--- src/rtl/dc_timing_monitor.sv ---
// Dreamcast raw _hsync/_vsync timing monitor: measures line and frame timing and
// classifies the signal as 240p, 480i or 480p with frame-count glitch filtering and timeout.
module dc_timing_monitor #(
  parameter int unsigned STABLE_FRAMES = 4,
  parameter int unsigned TIMEOUT       = 5_400_000,
  parameter int unsigned H31K_MIN      = 1600,
  parameter int unsigned H31K_MAX      = 1850,
  parameter int unsigned H15K_MIN      = 3300,
  parameter int unsigned H15K_MAX      = 3550
) (
  input  logic        clock,
  input  logic        nreset,
  input  logic        _hsync,
  input  logic        _vsync,
  output logic [11:0] line_period,
  output logic [9:0]  frame_lines,
  output logic [1:0]  mode,
  output logic        interlaced,
  output logic        locked,
  output logic        mode_changed,
  output logic        no_signal
);

  localparam int unsigned SW = $clog2(STABLE_FRAMES + 1);
  localparam int unsigned TW = $clog2(TIMEOUT + 1);

  localparam logic [SW-1:0] StabMax    = SW'(STABLE_FRAMES);
  localparam logic [TW-1:0] TimeoutMax = TW'(TIMEOUT);
  localparam logic [TW-1:0] TimeoutHit = TW'(TIMEOUT - 1);
  localparam logic [11:0]   H31Lo      = 12'(H31K_MIN);
  localparam logic [11:0]   H31Hi      = 12'(H31K_MAX);
  localparam logic [11:0]   H15Lo      = 12'(H15K_MIN);
  localparam logic [11:0]   H15Hi      = 12'(H15K_MAX);

  localparam logic [1:0] ModeUnknown = 2'd0;
  localparam logic [1:0] Mode240p    = 2'd1;
  localparam logic [1:0] Mode480i    = 2'd2;
  localparam logic [1:0] Mode480p    = 2'd3;

  typedef enum logic [1:0] {StSearch, StLocked, StLost} state_e;
  state_e state_q, state_d;

  logic          hs_meta, hs_sync, hs_prev, vs_meta, vs_sync, vs_prev;
  logic          hs_fall, vs_fall, timeout_hit, in31, in15, inter_new;
  logic [11:0]   hcnt_q, hcnt_d, vs_phase_q, vs_phase_d, line_period_d, phase_diff;
  logic [9:0]    vcnt_q, vcnt_d, frame_lines_d;
  logic [SW-1:0] stab_q, stab_d;
  logic [TW-1:0] tcnt_q, tcnt_d;
  logic [1:0]    prev_cand_q, prev_cand_d, cand, mode_d;
  logic          interlaced_d, locked_d, no_signal_d;

  assign hs_fall     = hs_prev & ~hs_sync;
  assign vs_fall     = vs_prev & ~vs_sync;
  assign timeout_hit = ~vs_fall && (tcnt_q == TimeoutHit);

  // Classification of the frame that ends at this vs_fall.
  always_comb begin
    phase_diff = (hcnt_q >= vs_phase_q) ? hcnt_q - vs_phase_q : vs_phase_q - hcnt_q;
    inter_new  = phase_diff > {2'b00, line_period[11:2]};
    in31       = (line_period >= H31Lo) && (line_period <= H31Hi);
    in15       = (line_period >= H15Lo) && (line_period <= H15Hi);
    cand       = ModeUnknown;
    if (in31 && vcnt_q >= 10'd520 && vcnt_q <= 10'd530) begin
      cand = Mode480p;
    end else if (in15 && vcnt_q >= 10'd261 && vcnt_q <= 10'd264) begin
      cand = inter_new ? Mode480i : Mode240p;
    end
  end

  always_comb begin
    hcnt_d        = hcnt_q;
    line_period_d = line_period;
    vcnt_d        = vcnt_q;
    frame_lines_d = frame_lines;
    vs_phase_d    = vs_phase_q;
    interlaced_d  = interlaced;
    prev_cand_d   = prev_cand_q;
    stab_d        = stab_q;
    tcnt_d        = tcnt_q;
    state_d       = state_q;
    mode_d        = mode;
    locked_d      = locked;
    no_signal_d   = no_signal;

    if (hs_fall) begin
      line_period_d = hcnt_q;
      hcnt_d        = 12'd1;
    end else if (hcnt_q != 12'hfff) begin
      hcnt_d = hcnt_q + 12'd1;
    end

    if (vs_fall) begin
      // A coincident hsync fall is the first line of the new frame.
      vcnt_d        = hs_fall ? 10'd1 : 10'd0;
      frame_lines_d = vcnt_q;
      vs_phase_d    = hcnt_q;
      interlaced_d  = inter_new;
      prev_cand_d   = cand;
      if (cand != prev_cand_q) begin
        stab_d = SW'(1);
      end else if (stab_q != StabMax) begin
        stab_d = stab_q + SW'(1);
      end
    end else if (hs_fall && vcnt_q != 10'h3ff) begin
      vcnt_d = vcnt_q + 10'd1;
    end

    if (vs_fall) begin
      tcnt_d = '0;
    end else if (tcnt_q != TimeoutMax) begin
      tcnt_d = tcnt_q + TW'(1);
    end

    if (timeout_hit) begin
      state_d      = StLost;
      no_signal_d  = 1'b1;
      locked_d     = 1'b0;
      mode_d       = ModeUnknown;
      stab_d       = '0;
      interlaced_d = 1'b0;
    end else if (vs_fall) begin
      unique case (state_q)
        StSearch: begin
          if (stab_d == StabMax && cand != ModeUnknown) begin
            mode_d   = cand;
            locked_d = 1'b1;
            state_d  = StLocked;
          end
        end
        StLocked: begin
          if (cand != mode) begin
            locked_d = 1'b0;
            state_d  = StSearch;
          end
        end
        StLost: begin
          no_signal_d = 1'b0;
          stab_d      = SW'(1);
          state_d     = StSearch;
        end
        default: state_d = StLost;
      endcase
    end
  end

  always_ff @(posedge clock or negedge nreset) begin
    if (!nreset) begin
      hs_meta      <= 1'b1;
      hs_sync      <= 1'b1;
      hs_prev      <= 1'b1;
      vs_meta      <= 1'b1;
      vs_sync      <= 1'b1;
      vs_prev      <= 1'b1;
      hcnt_q       <= '0;
      vcnt_q       <= '0;
      vs_phase_q   <= '0;
      prev_cand_q  <= ModeUnknown;
      stab_q       <= '0;
      tcnt_q       <= '0;
      state_q      <= StLost;
      line_period  <= '0;
      frame_lines  <= '0;
      mode         <= ModeUnknown;
      interlaced   <= 1'b0;
      locked       <= 1'b0;
      mode_changed <= 1'b0;
      no_signal    <= 1'b1;
    end else begin
      hs_meta      <= _hsync;
      hs_sync      <= hs_meta;
      hs_prev      <= hs_sync;
      vs_meta      <= _vsync;
      vs_sync      <= vs_meta;
      vs_prev      <= vs_sync;
      hcnt_q       <= hcnt_d;
      vcnt_q       <= vcnt_d;
      vs_phase_q   <= vs_phase_d;
      prev_cand_q  <= prev_cand_d;
      stab_q       <= stab_d;
      tcnt_q       <= tcnt_d;
      state_q      <= state_d;
      line_period  <= line_period_d;
      frame_lines  <= frame_lines_d;
      mode         <= mode_d;
      interlaced   <= interlaced_d;
      locked       <= locked_d;
      mode_changed <= (mode_d != mode);
      no_signal    <= no_signal_d;
    end
  end

endmodule

--- config.mk ---
export PLATFORM = sky130hd
export DESIGN_NAME = dc_timing_monitor
export DESIGN_NICKNAME = d
export VERILOG_FILES = /design/src/rtl/dc_timing_monitor.sv
export SDC_FILE = /design/constraint.sdc
export NUM_CORES = 1
export LEC_CHECK = 0
export BUFFER_PORTS_ARGS = -buffer_cell sky130_fd_sc_hd__buf_4
export CAP_MARGIN = 20
export CORE_ASPECT_RATIO = 1.1
export CORE_MARGIN = 3
export CORE_UTILIZATION = 45
export DETAILED_ROUTE_END_ITERATION = 8
export PLACE_DENSITY = 0.58
export SLEW_MARGIN = 20
export SYNTH_ARGS = -nofsm -noshare
export SYNTH_HDL_FRONTEND = slang
export SYNTH_SLANG_ARGS = --single-unit
--- constraint.sdc ---
create_clock -name clock -period 7.8 [get_ports clock]
set_input_delay 0.39 -clock clock [delete_from_list [all_inputs] [get_ports clock]]
set_output_delay 0.39 -clock clock [all_outputs]
set_load 0.01 [all_outputs]
### Word level (Yosys, flattened, before mapping)

Cells that the tools add are included.
W data, S select, Z words.

| cells by class | value |
|---|---|
| multiplexer cells | 36 |
| add/sub/neg operators | 6 |
| eq/ne operators | 13 |
| reductions and logical operators | 20 |
| bitwise gates (word level) | 5 |
| $lt $le $gt $ge | 10 |

Operator list:

| operator | number |
|---|---|
| $mux W23 | 2 |
| $mux W12 | 3 |
| $sub A12 B12 Y12 | 2 |
| $add A23 B1 Y23 const B | 1 |
| $eq A23 B23 Y1 const B | 1 |
| $ne A23 B23 Y1 const B | 1 |
| $mux W2 | 11 |
| $mux W10 | 2 |
| $mux W3 | 6 |
| $add A12 B1 Y12 const B | 1 |
| $ge A12 B11 Y1 const B | 1 |
| $ge A12 B12 Y1 | 1 |
| $ge A12 B12 Y1 const B | 1 |
| $gt A12 B10 Y1 | 1 |
| $le A12 B11 Y1 const B | 1 |
| $le A12 B12 Y1 const B | 1 |
| $ne A12 B12 Y1 const B | 1 |
| $reduce_bool A2 Y1 | 6 |
| $add A10 B1 Y10 const B | 1 |
| $ge A10 B10 Y1 const B | 1 |
| $ge A10 B9 Y1 const B | 1 |
| $le A10 B10 Y1 const B | 1 |
| $le A10 B9 Y1 const B | 1 |
| $mux W1 | 10 |
| 17 further kinds | 32 |

| word-level totals | value |
|---|---|
| output and inout bits | 28 |
| bits of input ports | 4 |
| logic and storage cells | 110 |
| register bits after elaboration | 98 |

### Logic depth before layout (Yosys ltp)

Gate-level depths: netlist of run 1.

| depth | value |
|---|---|
| word-level depth | 16 |
| gate-level depth with buffers | 27 |
| depth with buffers taken out | 26 |

### Worst setup path before layout of run 1

No wires, ideal clock.

| timing | value |
|---|---|
| kind | flip-flop to flip-flop |
| start point | register hcnt_q[0] |
| end point | register mode_changed |
| buffers on the path | 2 |
| arrival time | 5.550 ns |
| cell stages (with the launch flop) | 28 |
| path slack | 2.184 ns |
| library setup time | 0.066 ns |
| period minus slack after synthesis | 5.616 ns |
| required time | 7.734 ns |
| cells stage by stage | dfrtp_1 inv_1 ha_1 inv_1 fa_1 nand3_1 nand3_1 a32o_1 a2111oi_4 buf_2 a21oi_1 a221o_1 a221o_1 a221oi_1 xnor2_1 ha_1 nand2_1 nor3_1 o211a_1 a2111oi_0 o21ai_0 mux2i_1 and3_1 nor3_2 or4_4 buf_6 o21ai_1 a221o_1 |

| on the way | value |
|---|---|
| word-level cells in the longest chain between the ends | 16 |
| elaborated cells on any way between the ends | 19 |
| classes of those cells | add/sub (2); order compare (2); eq/ne (3); mux (10); reduce/logical (2) |

Ends and longest elaborated chain:

| element | line | RTL |
|---|---|---|
| from (decl) | 45 | `logic [11:0] hcnt_q, hcnt_d, vs_phase_q, vs_phase_d, line_period_d, phase_diff;` |
| from (signal assigned) | 175 | `hcnt_q <= hcnt_d;` |
| $sub A12 B12 Y12 / $ge A12 B12 Y1 (equally long branches) | 58 | `phase_diff = (hcnt_q >= vs_phase_q) ? hcnt_q - vs_phase_q : vs_phase_q - hcnt_q;` |
| $mux W12 (*) | 58 |  |
| $gt A12 B10 Y1 (*) | 59 | `inter_new = phase_diff > {2'b00, line_period[11:2]};` |
| $mux W2 (*) | 66 | `cand = inter_new ? Mode480i : Mode240p;` |
| $mux W2 (*) | 65 | `end else if (in15 && vcnt_q >= 10'd261 && vcnt_q <= 10'd264) begin` |
| $mux W2 (*) | 63 | `if (in31 && vcnt_q >= 10'd520 && vcnt_q <= 10'd530) begin` |
| $ne A2 B2 Y1 | 99 | `if (cand != prev_cand_q) begin` |
| $mux W3 | 99 |  |
| $mux W3 | 92 | `if (vs_fall) begin` |
| $eq A3 B3 Y1 | 124 | `if (stab_d == StabMax && cand != ModeUnknown) begin` |
| $logic_and A1 B1 Y1 | 124 |  |
| $mux W2 (*) | 124 |  |
| $mux W2 (*) | 122 | `unique case (state_q)` |
| $mux W2 (*) | 121 | `end else if (vs_fall) begin` |
| $mux W2 (*) | 114 | `if (timeout_hit) begin` |
| $ne A2 B2 Y1 (*) | 187 | `mode_changed <= (mode_d != mode);` |
| to (signal assigned) | 187 |  |
| to (decl) | 20 | `output logic mode_changed,` |

Every way passes the cells marked *; elsewhere a longest branch is shown, timed or not.
A chain may end at the register's enable or synchronous reset.

### Worst setup path in the final report of run 1

Ends and elaborated chain as after synthesis.

==> impl_metrics.json, run 1 <==
{
  "drive_above_1_share": 0.134,
  "swShare": 0.405,
  "core_um2": 12900,
  "ys.flop_type": "dfrtp_1",
  "numPortBuffers": 31,
  "path_max_fanout": 13,
  "crit_family": "compound AO/OA/AOI/OAI gates",
  "clk_latency_ps": 360,
  "finalMaxSlewViolations": 0,
  "pwr-share-seq": 0.285,
  "clkPwrFrac": 0.190,
  "grt_pass1_vias": 4637,
  "fin_nets": 744,
  "n_antenna_cell": 0,
  "synth-seq-cells": 98,
  "maxCapViolCount": 0,
  "crit_path_start_kind": "register",
  "crit_path_end_kind": "register",
  "detail-route-antenna-nets": 0,
  "cp.depth": 26,
  "synth_area_um2": 6060,
  "ys.warnings.count": 0,
  "synth_top_area_share": 0.372,
  "slowest_delay_ps": 560,
  "root_buffer": "clkbuf_16",
  "overflow": 0,
  "slowest_stage": "or4_4",
  "layout_commonest_cell": "dfrtp_1",
  "layout_common_cells": "dfrtp_1 (90), nand2_1 (87), inv_1 (53), nor2_1 (53), o21ai_0 (53)",
  "grt_usage": 0.193,
  "finalClockSkew_ps": 11.2,
  "holdWs_ps": 136,
  "cts_tree": "built",
  "fillers": 1229,
  "yosysSeqAreaShare": 0.406,
  "async_flop_share": 1.00,
  "critPathBufInv": 3,
  "status": "complete, no violations",
  "combPwrFrac": 0.526,
  "whs_path_depth": 1,
  "grt_pass1_wl_um": 22800,
  "routedWlPerCell_um": 15.8,
  "synth.area.top_cells": "dfrtp_1 (37%), ha_1 (8.7%), nand2_1 (5.4%)",
  "p_leak_nw": 3.01,
  "cts_setup_buffers": 0,
  "drc": 0,
  "clockBufferDepth": 2,
  "drt_first_pass_iters": 4,
  "cts_sinks": 98,
  "drt_iter0_drc": 317,
  "synth_edf_count": 0,
  "globalplace.congestion": 0.932,
  "io_pins": 32,
  "hp-class": "in -> reg",
  "fin_ws_ps": 1470,
  "post_drt_via_cell_ratio": 5.48,
  "cts.repair.resized": 0,
  "syn-num-nets": 723,
  "max_slew_margin": 0.369,
  "min_period_ps": 6330,
  "fmax_mhz": 158,
  "ff2ff_path_depth": 26,
  "synth_largest_area_cell": "dfrtp_1",
  "dpl.hpwl_um": 9940,
  "placed_area_um2": 6400,
  "timing.setup.tns_ps": 0,
  "p_int_mw": 1.30,
  "synth_area_per_cell_um2": 8.98,
  "vias": 4699,
  "die_x_um": 117,
  "synth.distinct_cells": 75,
  "path_class": "reg -> reg",
  "finalSetupViolCount": 0,
  "period_share": 0.811,
  "clk_pin_slew_ps": 70,
  "ir_drop_mv": 0.138,
  "finalHoldViolations": 0,
  "initial_core_util": 0.469,
  "finalInstanceArea_um2": 6680,
  "area_growth_pct": 10.2,
  "antenna_found_initial": 0,
  "p_per_area_nw_per_um2": 327,
  "synthCells": 675,
  "grt_max_degree": 76,
  "arrival_ps": 6620,
  "p_sw_uw": 885,
  "place_ws_ps": 1470,
  "routed_wl_um": 13600,
  "num_rows": 43,
  "rsz0062_at_grt": "false",
  "holdBufCountCts": 1,
  "cpMostUsedCell": "a221o_1",
  "worstPathRequired_ps": 8100,
  "worstMarginPinSlew_ps": 923,
  "die-area_um2": 14900,
  "cts_buffers": 9,
  "die_y_um": 128,
  "cts_max_level": 3
}
## cell usage after synthesis (3+ instances only)
cell       n
nor2b_1   12
mux2_2     7
buf_2      5
mux2i_1    9
xnor2_1   26
nand2_1   87
a21o_1     5
xor2_1    11
o21ai_0   53
buf_6      3
a21oi_1   35
a221o_1    3
ha_1      42
nor4_1     5
nand4_1    6
dfstp_2    8
buf_1      3
nand2b_1   4
nor3_1    19
nand3_1   23
nor4b_1    3
o21ai_1    4
clkbuf_1  15
inv_1     53
dfrtp_1   90
a21o_2     4
o211ai_1   4
and3_1     9
nor2_1    53
or3_1     12
a31oi_1    6
o21a_1     4
## cell families after synthesis
| kind of cell | after synthesis | synth area share |
|---|---|---|
| AO/OA/AOI/OAI | 144 | 0.153 |
| multiplexers | 16 | 0.0279 |
| adder cells (fa/ha/maj) | 44 | 0.0933 |
| buffers and inverters | 81 | 0.0566 |
| flip-flops | 98 | 0.406 |
| XOR/XNOR | 37 | 0.0535 |
| AND/OR/NAND/NOR | 255 | 0.209 |
## flip-flops by register name, indices dropped and copies added, names as in the netlist, 2 cells and up
signal	count
hcnt_q	12
state_q	2
line_period	12
mode	2
tcnt_q	23
vs_phase_q	12
vcnt_q	10
stab_q	3
frame_lines	10
prev_cand_q	2
## metal layers
metal / vias up / wire length [µm] / global-route usage
met1: 2252 / 6540 / 0.265
met3: 21 / 314 / 0.0274
met5: - / 0 / 0
met2: 65 / 6410 / 0.308
li1: 2361 / - / -
met4: 0 / 315 / 0.0756
## power by group through the flow
stage	Sequential [mW]	Combinational [mW]	Clock (mW)
6_report	0.622	1.15	0.415
5_1_grt	0.632	1.29	0.452
4_1_cts	0.622	1.16	0.433
3_5_place_dp	0.631	1.15	0
3_3_place_gp	0.627	1.12	0
2_1_floorplan	0.619	0.891	0
## path summary, 6_finish.rpt
path / start / to / slack (ps)
setup reg to reg: hcnt_q[0] / mode_changed / 1470
setup / recovery: hcnt_q[0] / mode_changed / 1470
hold reg to reg: hs_meta / hs_sync / 360
min in group asynchronous: nreset / line_period[5] / 530
hold / removal: _vsync / vs_meta / 140
max in group asynchronous: nreset / tcnt_q[10] / 6130
## final cells by class
| class | instances | area, µm² | area share |
|---|---|---|---|
| clock inverter | 5 | 38.8 | 0.00581 |
| tap | 157 | 196 | 0.0294 |
| inverter | 54 | 203 | 0.0304 |
| sequential | 98 | 2460 | 0.369 |
| timing repair buffer | 37 | 280 | 0.0420 |
| multi-input combinational | 496 | 3260 | 0.489 |
| clock buffer | 11 | 233 | 0.0349 |
## stage by stage
step | total power, mW | instances | utilization
3_3_place_gp | 1.75 | 841 | 0.495
3_5_place_dp | 1.78 | 841 | 0.495
4_1_cts | 2.21 | 858 | 0.517
6_report | 2.19 | 858 | 0.517
5_1_grt | 2.38 | 858 | 0.517
2_1_floorplan | 1.51 | 675 | -
(Power assumes the default switching activity.)
==> run 2: changes to the inputs <==
clock period = 6.5 ns   (was 7.8 ns; I/O delays follow)
==> impl_metrics.json, run 2 (synthesis gave the netlist of run 1 again) <==
{
  "worstMarginPinSlew_ps": 891,
  "fmax_mhz": 167,
  "post_drt_via_cell_ratio": 5.48,
  "drive_above_1_share": 0.137,
  "die_y_um": 128,
  "r2r-end": "mode_changed",
  "finalMaxSlewViolations": 0,
  "vias": 4709,
  "r2r_slack_ps": 510,
  "fillers": 1233,
  "p_int_mw": 1.57,
  "num_rows": 43,
  "whs_path_depth": 1,
  "grt_max_degree": 66,
  "cts_tree": "built",
  "finalClockSkew_ps": 11.0,
  "die-area_um2": 14900,
  "worstPathRequired_ps": 6780,
  "arrival_ps": 6270,
  "clockBufferDepth": 2,
  "ff_latch_area_um2": 2460,
  "holdWs_ps": 83.6,
  "holdPathEnd": "vs_meta",
  "p_sw_mw": 1.08,
  "detail-route-antenna-nets": 0,
  "globalplace.congestion": 0.981,
  "grt_pass1_wl_um": 23100,
  "die_x_um": 117,
  "cts_setup_buffers": 0,
  "n_antenna_cell": 0,
  "numPortBuffers": 31,
  "critPathBufInv": 2,
  "largest_register": "tcnt_q",
  "holdCritStartpoint": "_vsync",
  "placed_area_um2": 6400,
  "clk_latency_ps": 340,
  "slowest_delay_ps": 560,
  "pwr-share-seq": 0.282,
  "cts.repair.resized": 0,
  "drt_first_pass_iters": 5,
  "swShare": 0.406,
  "p_leak_nw": 3.01,
  "p_per_area_nw_per_um2": 396,
  "core_um2": 12900,
  "hp-class": "in -> reg",
  "max_slew_margin": 0.401,
  "timing.setup.tns_ps": 0,
  "ir_drop_mv": 0.195,
  "crit_path_start_kind": "register",
  "layout_commonest_cell": "dfrtp_1",
  "slowest_stage": "or4_4",
  "finalHoldViolations": 0,
  "r2r_start": "hcnt_q[9]",
  "io_pins": 32,
  "largest_reg_flops": 23,
  "grt_pass1_vias": 4622,
  "path_class": "reg -> reg",
  "total_power_mw": 2.65,
  "cts_sinks": 98,
  "combPwrFrac": 0.530,
  "initial_core_util": 0.469,
  "maxCapViolCount": 0,
  "clk_pin_slew_ps": 70,
  "clkPwrFrac": 0.188,
  "grt_usage": 0.196,
  "cpMostUsedCell": "a221o_1",
  "routedWlPerCell_um": 15.9,
  "final_core_util": 0.518,
  "antenna_found_initial": 0,
  "min_period_ps": 5990,
  "holdBufCountCts": 1,
  "root_buffer": "clkbuf_16",
  "ff2ff_path_depth": 25,
  "overflow": 0,
  "area_growth_pct": 10.3,
  "finalInstanceArea_um2": 6690,
  "path_max_fanout": 11,
  "dpl.hpwl_um": 10200,
  "period_share": 0.921,
  "routed_wl_um": 13700,
  "multiInputGateArea_um2": 3270,
  "crit_path_end_kind": "register",
  "drc": 0,
  "status": "complete, no violations",
  "cp.depth": 25,
  "finalSetupViolCount": 0,
  "rsz0062_at_grt": "false",
  "cts_max_level": 3,
  "layout_common_cells": "dfrtp_1 (90), nand2_1 (87), inv_1 (53), nor2_1 (53), o21ai_0 (53)",
  "crit_family": "compound AO/OA/AOI/OAI gates",
  "fin_nets": 745,
  "drt_iter0_drc": 390,
  "cts_buffers": 9
}
[run 2: cell count changes in the layout (fill, tap and decap cells not counted), sizes merged]
cell | previous run | this run
clkinv | 2 | 3
buf | 36 | 37
inv | 56 | 55
clkinvlp | 1 | 2
clkbuf | 11 | 10
[run 2: worst reg2reg max path: stages, from the launching register on]
cell	delay (ps)
dfrtp_1	470
inv_1	100
ha_1	420
nand2_1	150
nor2_2	180
a32o_1	290
a2111oi_4	80
buf_4	200
a211oi_1	210
a21oi_1	80
a221o_1	340
a221o_1	300
a221oi_1	290
xnor2_1	170
ha_1	260
nand2_1	100
nor3_1	60
o211a_1	120
a2111oi_0	530
o21ai_0	170
mux2i_1	280
and3_1	220
nor3_2	60
or4_4	560
o21ai_1	150
a221o_1	150
[run 2: area by class of cell]
class | instances | area share
sequential | 98 | 0.368
timing repair buffer | 38 | 0.0430
clock inverter | 6 | 0.00636
tap | 157 | 0.0294
inverter | 54 | 0.0303
multi-input combinational | 496 | 0.488
clock buffer | 10 | 0.0342
[run 2: how the worst max path moves through the flow]
stage	endpoint	slack, ps	startpoint
6_report	mode_changed	510	hcnt_q[9]
5_1_grt	mode_changed	0.9	hcnt_q[9]
4_1_cts	mode_changed	520	hcnt_q[9]
3_5_place_dp	mode_changed	530	hcnt_q[9]
3_3_place_gp	mode_changed	680	hcnt_q[3]
2_1_floorplan	mode_changed	880	hcnt_q[0]
[run 2: power by group through the flow]
stage	Clock [mW]	Combinational, mW	Sequential, mW
global placement	0	1.40	0.753
finish	0.497	1.40	0.746
detailed placement	0	1.40	0.755
CTS	0.513	1.41	0.745
floorplan	0	1.07	0.743
global route	0.540	1.58	0.757
[run 2: per-layer routing]
layer,wire [µm],track usage
met5,0,0
met4,203,0.0749
met3,271,0.0279
met2,6680,0.308
met1,6510,0.273
[run 2: metrics by stage]
stage / worst slack (ps) / cells
finish: 511 / 859
global route: 0.878 / 859
CTS: 523 / 859
detailed placement: 527 / 842
global placement: 684 / 842
floorplan: 884 / 675
==> run 3: changes to the inputs <==
REMOVE_ABC_BUFFERS = 1   (was not set)
==> impl_metrics.json, run 3 (synthesis gave the netlist of run 1 again) <==
{
  "path_class": "reg -> reg",
  "vias": 4713,
  "max_slew_margin": 0.315,
  "die_x_um": 117,
  "fmax_mhz": 169,
  "worstMarginPinSlew_ps": 1000,
  "grt_pass1_wl_um": 22300,
  "io_pins": 32,
  "rsz0062_at_grt": "false",
  "min_period_ps": 5920,
  "timing.setup.tns_ps": 0,
  "crit_path_end_kind": "register",
  "finalSetupViolCount": 0,
  "cts_buffers": 9,
  "overflow": 0,
  "routedWlPerCell_um": 15.6,
  "holdWs_ps": 70.6,
  "p_leak_nw": 3.06,
  "n_antenna_cell": 0,
  "period_share": 0.910,
  "total_power_mw": 2.79,
  "place_inst": 841,
  "clockBufferDepth": 2,
  "globalplace.congestion": 0.888,
  "grt_pass1_vias": 4623,
  "drive_above_1_share": 0.137,
  "maxCapViolCount": 0,
  "post_drt_via_cell_ratio": 5.49,
  "multiInputGateArea_um2": 3260,
  "clk_latency_ps": 360,
  "drt_first_pass_iters": 5,
  "stdcell_count": 858,
  "crit_path_start_kind": "register",
  "cts_max_level": 3,
  "arrival_ps": 6220,
  "dpl.hpwl_um": 9650,
  "cts_setup_buffers": 0,
  "cts_tree": "built",
  "initial_core_util": 0.469,
  "cts.repair.resized": 0,
  "detail-route-antenna-nets": 0,
  "status": "complete, no violations",
  "area_growth_pct": 11.9,
  "fillers": 1193,
  "numPortBuffers": 31,
  "hp-class": "in -> reg",
  "die_y_um": 128,
  "path_max_fanout": 19,
  "finalHoldViolations": 0,
  "worstPathRequired_ps": 6800,
  "fin_nets": 744,
  "largest_register": "tcnt_q",
  "drt_iter0_drc": 333,
  "ff_latch_area_um2": 2460,
  "cts_sinks": 98,
  "layout_commonest_cell": "dfrtp_1",
  "ir_drop_mv": 0.221,
  "final_core_util": 0.525,
  "clk_pin_slew_ps": 70,
  "layout_common_cells": "dfrtp_1 (90), nand2_1 (87), inv_1 (53), nor2_1 (53), o21ai_0 (53)",
  "largest_reg_flops": 23,
  "antenna_found_initial": 0,
  "finalMaxSlewViolations": 0,
  "routed_wl_um": 13300,
  "drc": 0,
  "grt_max_degree": 73,
  "root_buffer": "clkbuf_16",
  "finalClockSkew_ps": 7.66,
  "p_per_area_nw_per_um2": 411,
  "num_rows": 43,
  "grt_usage": 0.189,
  "die-area_um2": 14900,
  "core_um2": 12900
}
==> run 3: changes by cell type in the layout (fill, tap and decap cells not counted) <==
cell / change
clkinvlp_4: -2
clkinv_4: -1
clkinv_2: -1
clkbuf_8: +1
a2111oi_0: +1
buf_4: -1
clkbuf_1: -1
inv_6: -1
bufinv_16: +4
inv_8: +1
a2111oi_1: -1
==> run 3: critical path, stage by stage (launching register included) <==
cell and delay [ps]:
dfrtp_1 480, inv_1 100, ha_1 410, nand2_1 150, nor2_2 170, a32o_1 270, a2111oi_4 70, buf_4 220
a211oi_1 230, a21oi_1 70, a221o_1 340, a221o_1 310, a221oi_1 290, xnor2_1 170, ha_1 260, nand2_1 90
nor3_1 70, o211a_1 130, a2111oi_0 470, o21ai_0 130, mux2i_1 270, and3_1 220, nor3_2 70, or4_4 560
o21ai_1 150, a221o_1 150
==> run 3: final timing paths <==
kind / to / start / depth (start not counted) / slack (ps)
max reg2reg: mode_changed / hcnt_q[9] / 25 / 580
min: vs_meta / _vsync / 1 / 70
min in group asynchronous: frame_lines[1] / nreset / 2 / 420
max in group asynchronous: tcnt_q[0] / nreset / 3 / 4870
min reg2reg: vs_sync / vs_meta / 0 / 360
max: mode_changed / hcnt_q[9] / 25 / 580
==> run 3: repair_timing <==
item | CTS | global route
setup endpoints to repair | 0 | 0
hold buffers | 1 | 0
endpoints found under the hold margin | 26 | 0
==> run 3: layout make-up <==
| cell class | count | share of cell area |
|---|---|---|
| Tap cell | 157 | 0.0290 |
| Clock inverter | 6 | 0.0201 |
| Sequential cell | 98 | 0.363 |
| Clock buffer | 10 | 0.0352 |
| Multi-Input combinational cell | 496 | 0.481 |
| Inverter | 54 | 0.0299 |
| Timing Repair Buffer | 37 | 0.0413 |
==> run 3: metrics by stage <==
stage               instance area [µm²]  setup WS, ps
floorplan                          5920           639
detailed placement                 6400           582
global route                       6780          1.06
finish                             6780           582
CTS                                6780           555
global placement                   6400           672
==> run 3: layer usage <==
metal  vias to the layer above  share of wire  GRT usage
met4                         0          0.018     0.0695
met3                        15          0.028     0.0274
met1                      2256           0.47      0.250
li1                       2369              -          -
met2                        73           0.48      0.314
met5                         -              0          0
==> run 3: power by group <==
part | switching, mW | internal, mW
Clock | 0.240 | 0.428
Combinational | 0.752 | 0.623
Sequential | 0.0760 | 0.671
Total | 1.07 | 1.72
